[config.mk]
export PLATFORM = sky130hd
export DESIGN_NAME = bias_add_stage
export DESIGN_NICKNAME = d
export VERILOG_FILES = /design/src/rtl/bias_add_stage.sv
export SDC_FILE = /design/constraint.sdc
export NUM_CORES = 1
export LEC_CHECK = 0
export CAP_MARGIN = 20
export CORE_UTILIZATION = 35
export DETAILED_ROUTE_END_ITERATION = 16
export SLEW_MARGIN = 20
export SYNTH_ARGS = -nofsm -noshare
export SYNTH_HDL_FRONTEND = slang
export SYNTH_SLANG_ARGS = --single-unit
[constraint.sdc]
create_clock -name clk -period 13.45 [get_ports clk]
set_clock_uncertainty 0.1 [all_clocks]
set_input_delay 4.035 -clock clk [delete_from_list [all_inputs] [get_ports clk]]
set_output_delay 4.035 -clock clk [all_outputs]
set_load 0.01 [all_outputs]
[src/rtl/bias_add_stage.sv]
// bias_add_stage
//
// Streams two's-complement accumulator results in output-channel order, adds a
// per-channel sign-magnitude bias from a writable bank, then applies an
// arithmetic rescale shift, optional ReLU and saturation to DATA_W bits.
//
// Two-register pipeline with valid/ready flow control:
//   stage 1 : bias lookup + widened add        (s1_*_q)
//   stage 2 : shift / ReLU / saturate          (out_*_q)
// Both stages advance together when the output register is empty or being
// drained; otherwise every stage register holds, so nothing is lost or
// duplicated under backpressure.

module bias_add_stage #(
    parameter  int DATA_W  = 16,
    parameter  int ACC_W   = 24,
    parameter  int N_CH    = 16,
    parameter  int SHIFT   = 0,
    parameter  int RELU_EN = 1,
    localparam int CH_W    = $clog2(N_CH)
) (
    input  logic              clk,
    input  logic              rst_n,

    input  logic              bias_we,
    input  logic [CH_W-1:0]   bias_waddr,
    input  logic [DATA_W-1:0] bias_wdata,

    input  logic              in_valid,
    output logic              in_ready,
    input  logic [ACC_W-1:0]  in_data,
    input  logic              in_last,

    output logic              out_valid,
    input  logic              out_ready,
    output logic [DATA_W-1:0] out_data,
    output logic [CH_W-1:0]   out_ch,
    output logic              out_last,

    output logic              err_seq
);

    // ------------------------------------------------------------------
    // Constants
    // ------------------------------------------------------------------

    // One extra bit over the accumulator so accumulator + bias never wraps.
    localparam int SUM_W = ACC_W + 1;

    // Zero-extension width that lifts a DATA_W-1 bit magnitude to SUM_W bits.
    localparam int MAG_PAD = SUM_W - (DATA_W - 1);

    localparam logic [CH_W-1:0] LAST_CH = CH_W'(N_CH - 1);
    localparam logic [CH_W:0]   N_CH_V  = (CH_W + 1)'(N_CH);

    // Saturation bounds expressed at the sum width.
    localparam logic signed [SUM_W-1:0] SAT_MAX =
        {{MAG_PAD{1'b0}}, {(DATA_W - 1){1'b1}}};
    localparam logic signed [SUM_W-1:0] SAT_MIN =
        {{MAG_PAD{1'b1}}, {(DATA_W - 1){1'b0}}};

    localparam logic [DATA_W-1:0] OUT_MAX = {1'b0, {(DATA_W - 1){1'b1}}};
    localparam logic [DATA_W-1:0] OUT_MIN = {1'b1, {(DATA_W - 1){1'b0}}};

    // ------------------------------------------------------------------
    // State
    // ------------------------------------------------------------------

    logic [DATA_W-1:0]       bias_q [N_CH];
    logic [DATA_W-1:0]       bias_d [N_CH];

    logic [CH_W-1:0]         ch_cnt_q,    ch_cnt_d;
    logic                    err_seq_q,   err_seq_d;

    logic                    s1_valid_q,  s1_valid_d;
    logic signed [SUM_W-1:0] s1_sum_q,    s1_sum_d;
    logic [CH_W-1:0]         s1_ch_q,     s1_ch_d;
    logic                    s1_last_q,   s1_last_d;

    logic                    out_valid_q, out_valid_d;
    logic [DATA_W-1:0]       out_data_q,  out_data_d;
    logic [CH_W-1:0]         out_ch_q,    out_ch_d;
    logic                    out_last_q,  out_last_d;

    // ------------------------------------------------------------------
    // Combinational intermediates
    // ------------------------------------------------------------------

    logic                    adv;
    logic                    accept;
    logic                    at_last_ch;

    logic [DATA_W-1:0]       bias_rd;
    logic signed [SUM_W-1:0] bias_mag_ext;
    logic signed [SUM_W-1:0] bias_tc;
    logic signed [SUM_W-1:0] in_ext;
    logic signed [SUM_W-1:0] sum;

    logic signed [SUM_W-1:0] shifted;
    logic [DATA_W-1:0]       act;

    // ------------------------------------------------------------------
    // Flow control
    // ------------------------------------------------------------------

    // The whole pipe moves when the output slot is free or being taken; the
    // ready path back to the source is therefore purely combinational.
    assign adv      = !out_valid_q || out_ready;
    assign in_ready = adv && rst_n;
    assign accept   = in_valid && in_ready;

    // Channel counter and sticky sequence-error flag.
    always_comb begin
        // NOTE: every variable written here gets a default first, so no path
        // leaves it unassigned and no latch is inferred; blocking '=' is the
        // right assignment inside combinational logic.
        ch_cnt_d   = ch_cnt_q;
        err_seq_d  = err_seq_q;
        at_last_ch = (ch_cnt_q == LAST_CH);

        if (accept) begin
            // in_last must coincide exactly with the final channel slot.
            if (in_last != at_last_ch) begin
                err_seq_d = 1'b1;
            end

            if (in_last || at_last_ch) begin
                ch_cnt_d = '0;
            end else begin
                ch_cnt_d = ch_cnt_q + 1'b1;
            end
        end
    end

    // Bias bank write port; addresses past the last channel are dropped.
    always_comb begin
        bias_d = bias_q;
        if (bias_we && ({1'b0, bias_waddr} < N_CH_V)) begin
            bias_d[bias_waddr] = bias_wdata;
        end
    end

    // Stage 1 datapath: sign-magnitude bias to two's complement, then add.
    always_comb begin
        bias_rd      = bias_q[ch_cnt_q];
        bias_mag_ext = $signed({{MAG_PAD{1'b0}}, bias_rd[DATA_W-2:0]});
        // Negating a zero magnitude yields zero, so negative zero is benign.
        bias_tc      = bias_rd[DATA_W-1] ? -bias_mag_ext : bias_mag_ext;
        in_ext       = $signed({in_data[ACC_W-1], in_data});
        sum          = in_ext + bias_tc;
    end

    // Stage 2 datapath: floor shift, optional ReLU, saturate to DATA_W.
    always_comb begin
        shifted = s1_sum_q >>> SHIFT;

        if ((RELU_EN != 0) && shifted[SUM_W-1]) begin
            act = '0;
        end else if (shifted > SAT_MAX) begin
            act = OUT_MAX;
        end else if (shifted < SAT_MIN) begin
            act = OUT_MIN;
        end else begin
            act = shifted[DATA_W-1:0];
        end
    end

    // Pipeline register next-state: all stages load together or all hold.
    always_comb begin
        s1_valid_d  = s1_valid_q;
        s1_sum_d    = s1_sum_q;
        s1_ch_d     = s1_ch_q;
        s1_last_d   = s1_last_q;

        out_valid_d = out_valid_q;
        out_data_d  = out_data_q;
        out_ch_d    = out_ch_q;
        out_last_d  = out_last_q;

        if (adv) begin
            // Bubbles travel as valid=0; payload only moves with a real beat.
            s1_valid_d = accept;
            if (accept) begin
                s1_sum_d  = sum;
                s1_ch_d   = ch_cnt_q;
                s1_last_d = in_last;
            end

            out_valid_d = s1_valid_q;
            if (s1_valid_q) begin
                out_data_d = act;
                out_ch_d   = s1_ch_q;
                out_last_d = s1_last_q;
            end
        end
    end

    // State registers with synchronous active-low reset.
    always_ff @(posedge clk) begin
        // NOTE: sequential state is updated with non-blocking '<=' so every
        // register samples the pre-edge values regardless of statement order.
        if (!rst_n) begin
            // NOTE: the bias bank is a small register file that must read as
            // zero after reset, so it is cleared here rather than left to
            // power-up contents as a RAM would be.
            for (int i = 0; i < N_CH; i++) begin
                bias_q[i] <= '0;
            end
            ch_cnt_q    <= '0;
            err_seq_q   <= 1'b0;

            s1_valid_q  <= 1'b0;
            s1_sum_q    <= '0;
            s1_ch_q     <= '0;
            s1_last_q   <= 1'b0;

            out_valid_q <= 1'b0;
            out_data_q  <= '0;
            out_ch_q    <= '0;
            out_last_q  <= 1'b0;
        end else begin
            bias_q      <= bias_d;
            ch_cnt_q    <= ch_cnt_d;
            err_seq_q   <= err_seq_d;

            s1_valid_q  <= s1_valid_d;
            s1_sum_q    <= s1_sum_d;
            s1_ch_q     <= s1_ch_d;
            s1_last_q   <= s1_last_d;

            out_valid_q <= out_valid_d;
            out_data_q  <= out_data_d;
            out_ch_q    <= out_ch_d;
            out_last_q  <= out_last_d;
        end
    end

    // ------------------------------------------------------------------
    // Outputs
    // ------------------------------------------------------------------

    assign out_valid = out_valid_q;
    assign out_data  = out_data_q;
    assign out_ch    = out_ch_q;
    assign out_last  = out_last_q;
    assign err_seq   = err_seq_q;

endmodule

==> results.txt, run 1 <==
----------------------------------------------------
[Synth]
  Cell accounting for the most synthesized area ... sky130_fd_sc_hd__dfxtp_1
  Primary FF master, synth ... sky130_fd_sc_hd__dfxtp_1
  FF+latch count, synth ... 314
  Share of the yosys chip area belonging to registers ... 0.4082
  Net count of the mapped netlist ... 1887
  Share of the synthesized area in the top cell type ... 0.4082
  Cell Area, Synth ... 15400 um^2
  Gate count of the mapped netlist ... 1809
  Yosys cell types ... 59
  Largest cells by area after synthesis ... sky130_fd_sc_hd__dfxtp_1 (41%), sky130_fd_sc_hd__nand2_1 (14%), sky130_fd_sc_hd__a21boi_0 (13%)
  Number of synthesized flops with an enable pin ... 0
  Post-Synthesis Mean Instance Area ... between 8 and 9 um^2
  Fraction of synthesis flops using an asynchronous set or reset pin ... 0
  Yosys Warn Count ... 0

[Timing]
  Unrepaired setup endpoints after global routing ... no
  Sum of negative setup slack ... 0 ps
  Min Clock Period, post-route ... 9498 ps
  Final worst-path cycle share ... 0.7062
  Slew @ Worst Pin ... between 1000 and 1500 ps
  Final Setup Violations ... 0
  Achievable frequency ... 105.3 MHz
  Max-slew violations ... 0
  Max_slew headroom ... 0.1999
  Final Hold Fails ... 0

[Pwr]
  Leakage power of the design ... 0.005920 uW
  Design Power ... roughly 2100 uW
  Clock share of power ... 0.459
  Largest voltage drop on the vdd net ... a little under 0.08 mV
  Switching power as a share of total power ... 0.2422
  Cell internal pwr ... 1585 uW
  Share of total power in combinational logic ... 0.080
  Power density over cell area ... 119.0 nW/um^2
  Switching component of the power ... 506.6 uW
  Sequential Power Share ... 0.461

[Clock network]
  TritonCTS sink count ... 314
  Clock transition at the registers of the reported paths ... 50 ps
  Clock latency on the worst-skew pair ... around 540 ps
  # hold bufs at CTS ... 0
  Clock tree from TritonCTS ... yes
  Clock tree root buffer cell ... sky130_fd_sc_hd__clkbuf_16
  H-Tree Level Count ... 2
  Buffers inserted during post-CTS setup optimization ... 0
  PostCTS Resize Cnt ... 0
  Number of buffers on the longest clock path ... 3
  Clock buffers created by TritonCTS ... 34

[Setup path]
  Peak fanout along the critical path ... 6
  CP Data Arrival Time ... 5360 ps
  Kind of start point of the critical path ... input port
  Critical path endpoint category ... output port
  Crit Path Category ... in2out
  Required @ worst endpoint ... 9310 ps

[Cells and area]
  Antenna diodes ... 0
  Post-layout utilization of the core ... 0.4062
  Filler cells ... 4290
  Net count, final ... roughly 1900
  Top library cells by usage in the layout, fill and taps aside ... sky130_fd_sc_hd__nand2_1 (562), sky130_fd_sc_hd__dfxtp_1 (312), sky130_fd_sc_hd__a21boi_0 (261)
  Share of cells above drive strength 1 ... 0.08145
  Leading cell type in the layout, fill and taps excluded ... sky130_fd_sc_hd__nand2_1
  Synth-to-Final Area Change ... 14.10%

[Placement]
  Port buffer count ... between 70 and 80
  Final HPWL DP ... approximately 29000 um
  Final weighted congestion in routability-driven placement ... 0.8584

[Floorplan]
  Die outline height ... 211.8 um
  Area enclosed by the die boundary ... 44850 um^2
  I/O pin count ... 74
  FP Rows ... 76
  Die width ... 211.8 um
  Initial standard-cell utilization of the core ... 0.3560
  Placeable core region ... ~43000 um^2

[Global routing]
  Overflow after GRT ... 0
  Maximum number of pins on one net before global-route repair ... 118
  Number of antenna violations at the first check in global routing ... 0
  Wire length of the first global-routing pass ... 70260 um
  Via count of the first global-routing pass ... 12290
  Combined global-route utilization of all metal layers ... 0.2026

[Route]
  Antenna viol nets, final ... 0
  Total Routed Length ... between 40000 and 50000 um
  Via total after detailed routing ... about 13000
  Drt drc ... 0
  Starting DRT DRC Count ... 985
  WL per Instance ... ~19 um
  DR vias/cell ... 5.315
  DRT Pass-1 Iters ... 5

[Min path]
  Classification of the worst-slack hold path ... reg2reg

[Flow run]
  Max_cap viols ... 0

[Outcome]
  Result of the run ... completed

----------------------------------------------------
-- critical path: stages --
cell                              delay [ps]
sky130_fd_sc_hd__clkdlybuf4s50_1         450
sky130_fd_sc_hd__nand2b_1                180
sky130_fd_sc_hd__and2_1                  170
sky130_fd_sc_hd__clkdlybuf4s50_1         530
-- final timing paths --
kind	startpoint	slack, ps	cells after the start	endpoint
setup / recovery	out_ready	3950	4	in_ready
hold / removal	s1_ch_q[1]	360	2	s1_ch_q[1]
hold reg to reg	s1_ch_q[1]	360	2	s1_ch_q[1]
setup reg to reg	ch_cnt_q[1]	6750	18	s1_sum_q[24]
-- Yosys cell counts (29+ instances only) --
cell type and n:
sky130_fd_sc_hd__nand2_1 562, sky130_fd_sc_hd__dfxtp_1 314, sky130_fd_sc_hd__a21boi_0 261, sky130_fd_sc_hd__clkbuf_1 116, sky130_fd_sc_hd__nor2_1 53, sky130_fd_sc_hd__mux4_2 51, sky130_fd_sc_hd__a21oi_1 42, sky130_fd_sc_hd__mux2i_1 42
sky130_fd_sc_hd__nand3_1 38, sky130_fd_sc_hd__o21ai_0 36, sky130_fd_sc_hd__nor3_1 31, sky130_fd_sc_hd__nor2b_1 29
-- layer usage --
metal | global-route usage | vias up | wire length, um
met2 | 0.3283 | 370 | 20710
met5 | 0 | - | 0
met3 | 0.02730 | 83 | 2520
met1 | 0.2780 | 6175 | 20580
li1 | - | 6138 | -
met4 | 0.06372 | 0 | 1193
-- cell type report --
| cell class | count | area (um^2) | area share |
|---|---|---|---|
| sequential | 314 | 6291 | 0.3580 |
| clock inverter | 11 | 151.4 | 0.008615 |
| tap | 585 | 732.0 | 0.04165 |
| inverter | 15 | 56.30 | 0.003204 |
| multi-input combinational | 1339 | 8509 | 0.4842 |
| clock buffer | 48 | 973.4 | 0.05539 |
| timing repair buffer | 90 | 859.6 | 0.04891 |
-- power groups by stage --
stage | clock (uW) | combinational (uW) | sequential, uW
floorplan | 0 | 111 | 981
global placement | 0 | 164 | 985
detailed placement | 0 | 166 | 986
CTS | 976 | 167 | 965
global route | 1010 | 182 | 967
finish | 960 | 167 | 965
-- cell families (layout without fill, tap and decap cells) --
group           count (synthesis)  count (layout)  synth area share
mux                            96              96            0.1070
flops                         314             314            0.4082
xor+xnor                       26              26           0.01479
compound gates                423             423            0.1957
buf+inv                       156             164           0.04224
fa+ha+maj                      28              28           0.02323
simple gates                  766             766            0.2089
-- stage by stage --
stage          setup WS, ps  hold WS (ps)  instances  area (um^2)
6_report               3952         356.6       2402        17570
3_5_place_dp           3950         353.8       2343        16450
3_3_place_gp           3938         346.3       2343        16450
5_1_grt                3872         376.3       2402        17570
4_1_cts                3944         361.1       2402        17570
2_1_floorplan          4840         335.3       1809        15400
-- registers in the layout (all words and copies together), names as in the netlist --
signal,flops
out_data,16
s1_sum_q,25
out_last,1
out_ch,4
out_valid,1
err_seq,1
s1_valid_q,1
bias_q,256
ch_cnt_q,4
s1_last_q,1
s1_ch_q,4
Note: power is estimated with default switching activity, not from simulation.
==> run 2, diff against run 1 <==
Clock period 13.45 ns to 9.3 ns, I/O delays scaled along.
==> run 2 against run 1 <==
  * Cell area is 0.12% higher
  * Total power is 44% higher
  * Largest power group unchanged
  * Register-to-register slack worse by 3600 ps
  * Hold slack better by 3.6 ps
  * First-iteration DRC count is 6.8% lower
  * Combinational power is 42% higher
  * Global-route usage is 0.54 points lower
  * Cell count is 0.25% higher
  * Non-clock buffer count is 3 higher
  * Critical path depth stayed put
  * Utilization hardly changed
  * Setup slack worse by 1700 ps
==> results.txt, run 2 (same netlist as run 1, synthesis figures left out) <==
----------------------------------------------------
[Outcome]
  Result of the run ... completed

[Clock network]
  H-Tree Level Count ... 2 (unchanged)
  Clock transition at the registers of the reported paths ... 60 ps (about the same)
  Number of buffers on the longest clock path ... 3 (unchanged)
  Clock buffers created by TritonCTS ... 35 (+2.9%)
  PostCTS Resize Cnt ... 0 (unchanged)
  Clock tree from TritonCTS ... yes
  TritonCTS sink count ... 314 (unchanged)
  Buffers inserted during post-CTS setup optimization ... 0 (unchanged)
  Clock latency on the worst-skew pair ... 530 ps (about the same)
  Clock tree root buffer cell ... sky130_fd_sc_hd__clkbuf_16
  # hold bufs at CTS ... 0 (unchanged)

[Route]
  Starting DRT DRC Count ... 918 (-6.8%)
  WL per Instance ... 18.15 um (-3.1%)
  DRT Pass-1 Iters ... 5 (unchanged)
  Drt drc ... 0 (unchanged)
  Via total after detailed routing ... 12569 (-1.5%)
  Total Routed Length ... 43710 um (-2.9%)
  DR vias/cell ... 5.220 (-1.8%)
  Antenna viol nets, final ... 0 (unchanged)

[Timing]
  Final Hold Fails ... 0 (unchanged)
  Unrepaired setup endpoints after global routing ... no
  Max_slew headroom ... 0.2866 (+0.08670)
  Worst-case hold slack ... 360.2 ps (+3.600 ps)
  Slew @ Worst Pin ... 1069 ps (-129.9 ps)
  Max-slew violations ... 0 (unchanged)
  Sum of negative setup slack ... 0 ps (unchanged)
  Min Clock Period, post-route ... about 7100 ps
  Final worst-path cycle share ... 0.7598
  Worst Slack Setup Final ... 2234 ps (-1718 ps)
  Achievable frequency ... about 140 MHz
  Final Setup Violations ... 0 (unchanged)

[Setup path]
  CP Data Arrival Time ... 4180 ps (-1180 ps)
  Critical-path cell with the highest stage delay ... sky130_fd_sc_hd__clkdlybuf4s50_1
  Cell Chain, Critical Path ... clkdlybuf4s50_1, nand2b_1, and2_1, clkdlybuf4s50_1
  Crit Path Category ... in2out
  Kind of start point of the critical path ... input port
  Required @ worst endpoint ... 6410 ps (-2900 ps)
  Critical path endpoint category ... output port
  Most Frequent Cell on Critical Path ... sky130_fd_sc_hd__clkdlybuf4s50_1
  Peak fanout along the critical path ... 6 (unchanged)
  Number of buffer and inverter stages on the critical path ... 2 (unchanged)
  Cell family with most CP delay ... buffers and inverters
  Worst path max stage delay ... 540 ps (about the same)

[Placement]
  Final weighted congestion in routability-driven placement ... 0.8436 (-1.7%)
  Total cell area at the placement stage ... 16460 um^2 (about the same)
  Port buffer count ... 73 (unchanged)
  Final HPWL DP ... 28490 um (-0.17%)
  Pre-CTS WS ... 2239 ps (-1711 ps)

[Pwr]
  Leakage power of the design ... 0.005951 uW (+0.52%)
  Power density over cell area ... 170.7 nW/um^2 (+43%)
  Largest voltage drop on the vdd net ... 0.1044 mV (+33%)

[Global routing]
  Overflow after GRT ... 0 (unchanged)
  Via count of the first global-routing pass ... 12149 (-1.1%)
  Maximum number of pins on one net before global-route repair ... 131 (+11%)
  Wire length of the first global-routing pass ... 68970 um (-1.8%)
  Combined global-route utilization of all metal layers ... 0.1972 (-0.005376)
  Number of antenna violations at the first check in global routing ... 0 (unchanged)

[Cells and area]
  Top library cells by usage in the layout, fill and taps aside ... sky130_fd_sc_hd__nand2_1 (562), sky130_fd_sc_hd__dfxtp_1 (312), sky130_fd_sc_hd__a21boi_0 (261)
  Layout Cell Area excl Fill ... 17590 um^2 (+0.12%)
  Number of flip-flops under the largest register name ... 256 (unchanged)
  Antenna diodes ... 0 (unchanged)
  Share of cells above drive strength 1 ... 0.08118 (-0.0002681)
  Net count, final ... 1876 (+0.21%)
  Leading cell type in the layout, fill and taps excluded ... sky130_fd_sc_hd__nand2_1
  Area taken by multi-input logic gates ... 8499 um^2 (-0.12%)
  Area occupied by registers ... 6291 um^2 (unchanged)
  Register containing the most flip-flops in the final layout ... bias_q
  Synth-to-Final Area Change ... 14.24%
  Filler cells ... 4348 (+1.4%)

[Floorplan]
  Die outline height ... 211.8 um (unchanged)
  Die width ... 211.8 um (unchanged)
  Area enclosed by the die boundary ... 44850 um^2 (unchanged)
  Placeable core region ... 43270 um^2 (unchanged)
  FP Rows ... 76 (unchanged)
  Initial standard-cell utilization of the core ... 0.3560 (unchanged)
  I/O pin count ... 74 (unchanged)

[Flow run]
  Max_cap viols ... 0 (unchanged)

[Min path]
  Classification of the worst-slack hold path ... reg2reg

----------------------------------------------------
-- run 2: worst reg2reg max path, cell delays in order, from the launching register on --
cell	delay (ps)
sky130_fd_sc_hd__dfxtp_2	580
sky130_fd_sc_hd__buf_4	530
sky130_fd_sc_hd__mux4_2	620
sky130_fd_sc_hd__mux4_2	580
sky130_fd_sc_hd__or3_1	440
sky130_fd_sc_hd__nor3_1	230
sky130_fd_sc_hd__a21boi_1	160
sky130_fd_sc_hd__a21o_1	230
sky130_fd_sc_hd__nand2b_1	190
sky130_fd_sc_hd__ha_1	360
sky130_fd_sc_hd__a21o_1	180
sky130_fd_sc_hd__a21o_1	170
sky130_fd_sc_hd__a21o_1	180
sky130_fd_sc_hd__and2_1	170
sky130_fd_sc_hd__a2111oi_0	420
sky130_fd_sc_hd__o2bb2ai_1	250
sky130_fd_sc_hd__mux4_2	560
sky130_fd_sc_hd__nand3_1	90
-- run 2: final cells by class --
class                      instances  area share
inverter                          15    0.003200
clock buffer                      53     0.06002
tap                              585     0.04160
sequential                       314      0.3576
timing repair buffer              93     0.05035
clock inverter                     9    0.004196
multi-input combinational       1339      0.4831
-- run 2: path summary, 6_finish.rpt --
path          startpoint            to  slack (ps)  cells past startpoint
max            out_ready      in_ready        2230                      4
min reg2reg  bias_q[207]   bias_q[207]         360                      2
min          bias_q[207]   bias_q[207]         360                      2
max reg2reg  ch_cnt_q[1]  s1_sum_q[24]        3200                     17
-- run 2: routing by layer --
metal,vias up,global-route usage,part of all wire
li1,6166,-,-
met1,6018,0.2652,0.46
met2,332,0.3285,0.46
met3,53,0.02641,0.051
met4,0,0.05722,0.022
met5,-,0,0
-- run 2: where the power goes --
group	total, uW	switching, uW	leakage [uW]	internal, uW
registers	1400	21.4	0.00254	1380
clock network	1370	558	0.000563	812
logic	237	137	0.00285	100
total	3000	717	0.00595	2290
-- run 2: stage by stage --
step	utilization	power, uW	std cells
finish	0.4067	3004	2408
global route	0.4067	3113	2408
CTS	0.4066	3029	2408
detailed placement	0.3805	1665	2346
global placement	0.3805	1660	2346
floorplan	-	1580	1809
==> run 3, diff against run 2 <==
Clock period 9.3 ns to 7.06 ns, I/O delays scaled along.
==> run 3 against run 2 <==
  * Critical path depth is 14 higher
  * Cell count is 0.29% lower
  * Register-to-register slack lost 2000 ps
  * Routed wire length is 6.2% higher
  * First-iteration DRC count up 25%
  * Clock power is 39% higher
  * Highest routed layer unchanged
  * Combinational power rose by 35%
  * Largest cell class unchanged
  * Total power up 35%
  * Sequential share of layout area down 0.11 points
==> results.txt, run 3 (same netlist as run 1, synthesis figures left out) <==
----------------------------------------------------
[Setup path]
  Cell Chain, Critical Path ... buf_4, nor2_1, a221oi_1, a22oi_1, o221ai_1, nor2_1, a21boi_1, a21o_1, nand2b_1, ha_1, a21o_1, a21o_1, a21o_1, and2_1, a2111oi_0, o2bb2ai_1, mux4_2, nand3_1
  Critical path endpoint category ... register
  Critical-path cell with the highest stage delay ... sky130_fd_sc_hd__nor2_1
  Number of buffer and inverter stages on the critical path ... 1 (-1)
  Required @ worst endpoint ... 7430 ps (+1020 ps)
  CP Data Arrival Time ... 6250 ps (+2070 ps)
  Worst path max stage delay ... 720 ps (+180 ps)
  Peak fanout along the critical path ... 23 (+17)
  Most Frequent Cell on Critical Path ... sky130_fd_sc_hd__a21o_1
  Crit Path Category ... reg2reg
  Kind of start point of the critical path ... register
  Cell family with most CP delay ... compound AO/OA/AOI/OAI gates

[Route]
  WL per Instance ... 19.33 um (+6.5%)
  Sum of routed wire segments on met1 ... 21420 um (+5.9%)
  Total Routed Length ... 46400 um (+6.2%)
  Via total after detailed routing ... 12733 (+1.3%)
  DR vias/cell ... 5.303 (+1.6%)
  Met2 routed wirelength ... 20500 um (+0.95%)
  Drt drc ... 0 (unchanged)
  Uppermost layer routed ... met4
  Detailed-routed wire length on met3 ... 3336 um (+50%)
  DRT Pass-1 Iters ... 5 (unchanged)
  Antenna viol nets, final ... 0 (unchanged)
  Starting DRT DRC Count ... 1146 (+25%)

[Clock network]
  Clock tree from TritonCTS ... yes
  Buffers inserted during post-CTS setup optimization ... 0 (unchanged)
  Clock tree root buffer cell ... sky130_fd_sc_hd__clkbuf_16
  Clock transition at the registers of the reported paths ... 60 ps (about the same)
  Clock buffers created by TritonCTS ... 35 (unchanged)
  Number of buffers on the longest clock path ... 3 (unchanged)
  Clock latency on the worst-skew pair ... 540 ps (about the same)
  PostCTS Resize Cnt ... 0 (unchanged)
  TritonCTS sink count ... 314 (unchanged)
  # hold bufs at CTS ... 0 (unchanged)
  H-Tree Level Count ... 2 (unchanged)

[Global routing]
  Maximum number of pins on one net before global-route repair ... 125 (-4.6%)
  Number of antenna violations at the first check in global routing ... 0 (unchanged)
  Via count of the first global-routing pass ... 12136 (-0.11%)
  Overflow after GRT ... 0 (unchanged)
  Combined global-route utilization of all metal layers ... 0.2076 (+0.01037)
  Wire length of the first global-routing pass ... 71160 um (+3.2%)

[Pwr]
  Power density over cell area ... 230.6 nW/um^2 (+35%)
  Largest voltage drop on the vdd net ... 0.1593 mV (+53%)
  Leakage power of the design ... 0.005950 uW (about the same)

[Placement]
  Final HPWL DP ... 30410 um (+6.7%)
  Pre-CTS WS ... 1301 ps (-938.4 ps)
  Final weighted congestion in routability-driven placement ... 0.9043 (+7.2%)
  Port buffer count ... 73 (unchanged)

[Timing]
  Final Hold Fails ... 0 (unchanged)
  Achievable frequency ... roughly 170 MHz
  Max_slew headroom ... 0.2795 (-0.007152)
  Unrepaired setup endpoints after global routing ... no
  Final Setup Violations ... 0 (unchanged)
  Slew @ Worst Pin ... 1080 ps (+10.72 ps)
  Sum of negative setup slack ... 0 ps (unchanged)
  Worst Slack Setup Final ... 1171 ps (-1063 ps)
  Min Clock Period, post-route ... 5889 ps
  Final worst-path cycle share ... 0.8341
  Max-slew violations ... 0 (unchanged)

[Min path]
  Classification of the worst-slack hold path ... reg2reg

[Cells and area]
  Net count, final ... 1869 (-0.37%)
  Register containing the most flip-flops in the final layout ... bias_q
  Leading cell type in the layout, fill and taps excluded ... sky130_fd_sc_hd__nand2_1
  Filler cells ... 4389 (+0.94%)
  Number of flip-flops under the largest register name ... 256 (unchanged)
  Top library cells by usage in the layout, fill and taps aside ... sky130_fd_sc_hd__nand2_1 (562), sky130_fd_sc_hd__dfxtp_1 (312), sky130_fd_sc_hd__a21boi_0 (261)
  Area occupied by registers ... 6291 um^2 (unchanged)
  Synth-to-Final Area Change ... 14.59%
  Antenna diodes ... 0 (unchanged)
  Area taken by multi-input logic gates ... 8534 um^2 (+0.41%)
  Share of cells above drive strength 1 ... 0.08095 (-0.0002377)

[Outcome]
  Result of the run ... completed

[Floorplan]
  Die width ... 211.8 um (unchanged)
  Initial standard-cell utilization of the core ... 0.3560 (unchanged)
  Die outline height ... 211.8 um (unchanged)
  FP Rows ... 76 (unchanged)
  Area enclosed by the die boundary ... 44850 um^2 (unchanged)
  I/O pin count ... 74 (unchanged)
  Placeable core region ... 43270 um^2 (unchanged)

[Flow run]
  Max_cap viols ... 0 (unchanged)

----------------------------------------------------
[run 3: cell type report]
cell class / count / share of cell area
clock inverters: 14 / 0.01113
well taps: 585 / 0.04147
flip-flops and latches: 314 / 0.3565
repair buffers: 86 / 0.04771
clock buffers: 48 / 0.05643
multi-input cells: 1339 / 0.4836
inverters: 15 / 0.003190
[run 3: path summary, 6_finish.rpt]
path               start            to  slack, ps  depth (start not counted)
max          ch_cnt_q[1]  s1_sum_q[24]       1170                         18
min          s1_sum_q[0]   s1_sum_q[0]        360                          2
max reg2reg  ch_cnt_q[1]  s1_sum_q[24]       1170                         18
min reg2reg  s1_sum_q[0]   s1_sum_q[0]        360                          2
[run 3: worst min-delay path: cells and delay by family (launching register included)]
| kind | cells | cell delay, ps |
|---|---|---|
| DFF | 1 | 310 |
| AOI/OAI and AO/OA | 1 | 60 |
| and+or+nand+nor | 1 | 50 |
[run 3: report_power, final]
group,internal (uW),leakage [uW],switching [uW],total (uW)
Combinational,133,0.00282,189,321
Clock,1140,0.000588,765,1910
Sequential,1810,0.00254,29.1,1840
[run 3: through the flow]
step | util | hold slack (ps) | total power [uW] | instance area, um^2 | instances
finish | 0.4079 | 361.8 | 4070 | 17650 | 2401
global route | 0.4079 | 382.5 | 4202 | 17650 | 2401
CTS | 0.4079 | 364.7 | 4099 | 17650 | 2401
detailed placement | 0.3803 | 353.6 | 2200 | 16460 | 2339
global placement | 0.3803 | 348.7 | 2194 | 16460 | 2339
floorplan | - | 335.3 | 2081 | 15400 | 1809
[run 3: per-layer routing]
metal / track usage / vias up
met4: 0.06622 / 0
li1: - / 6157
met2: 0.3258 / 415
met5: 0 / -
met3: 0.03916 / 79
met1: 0.2862 / 6082
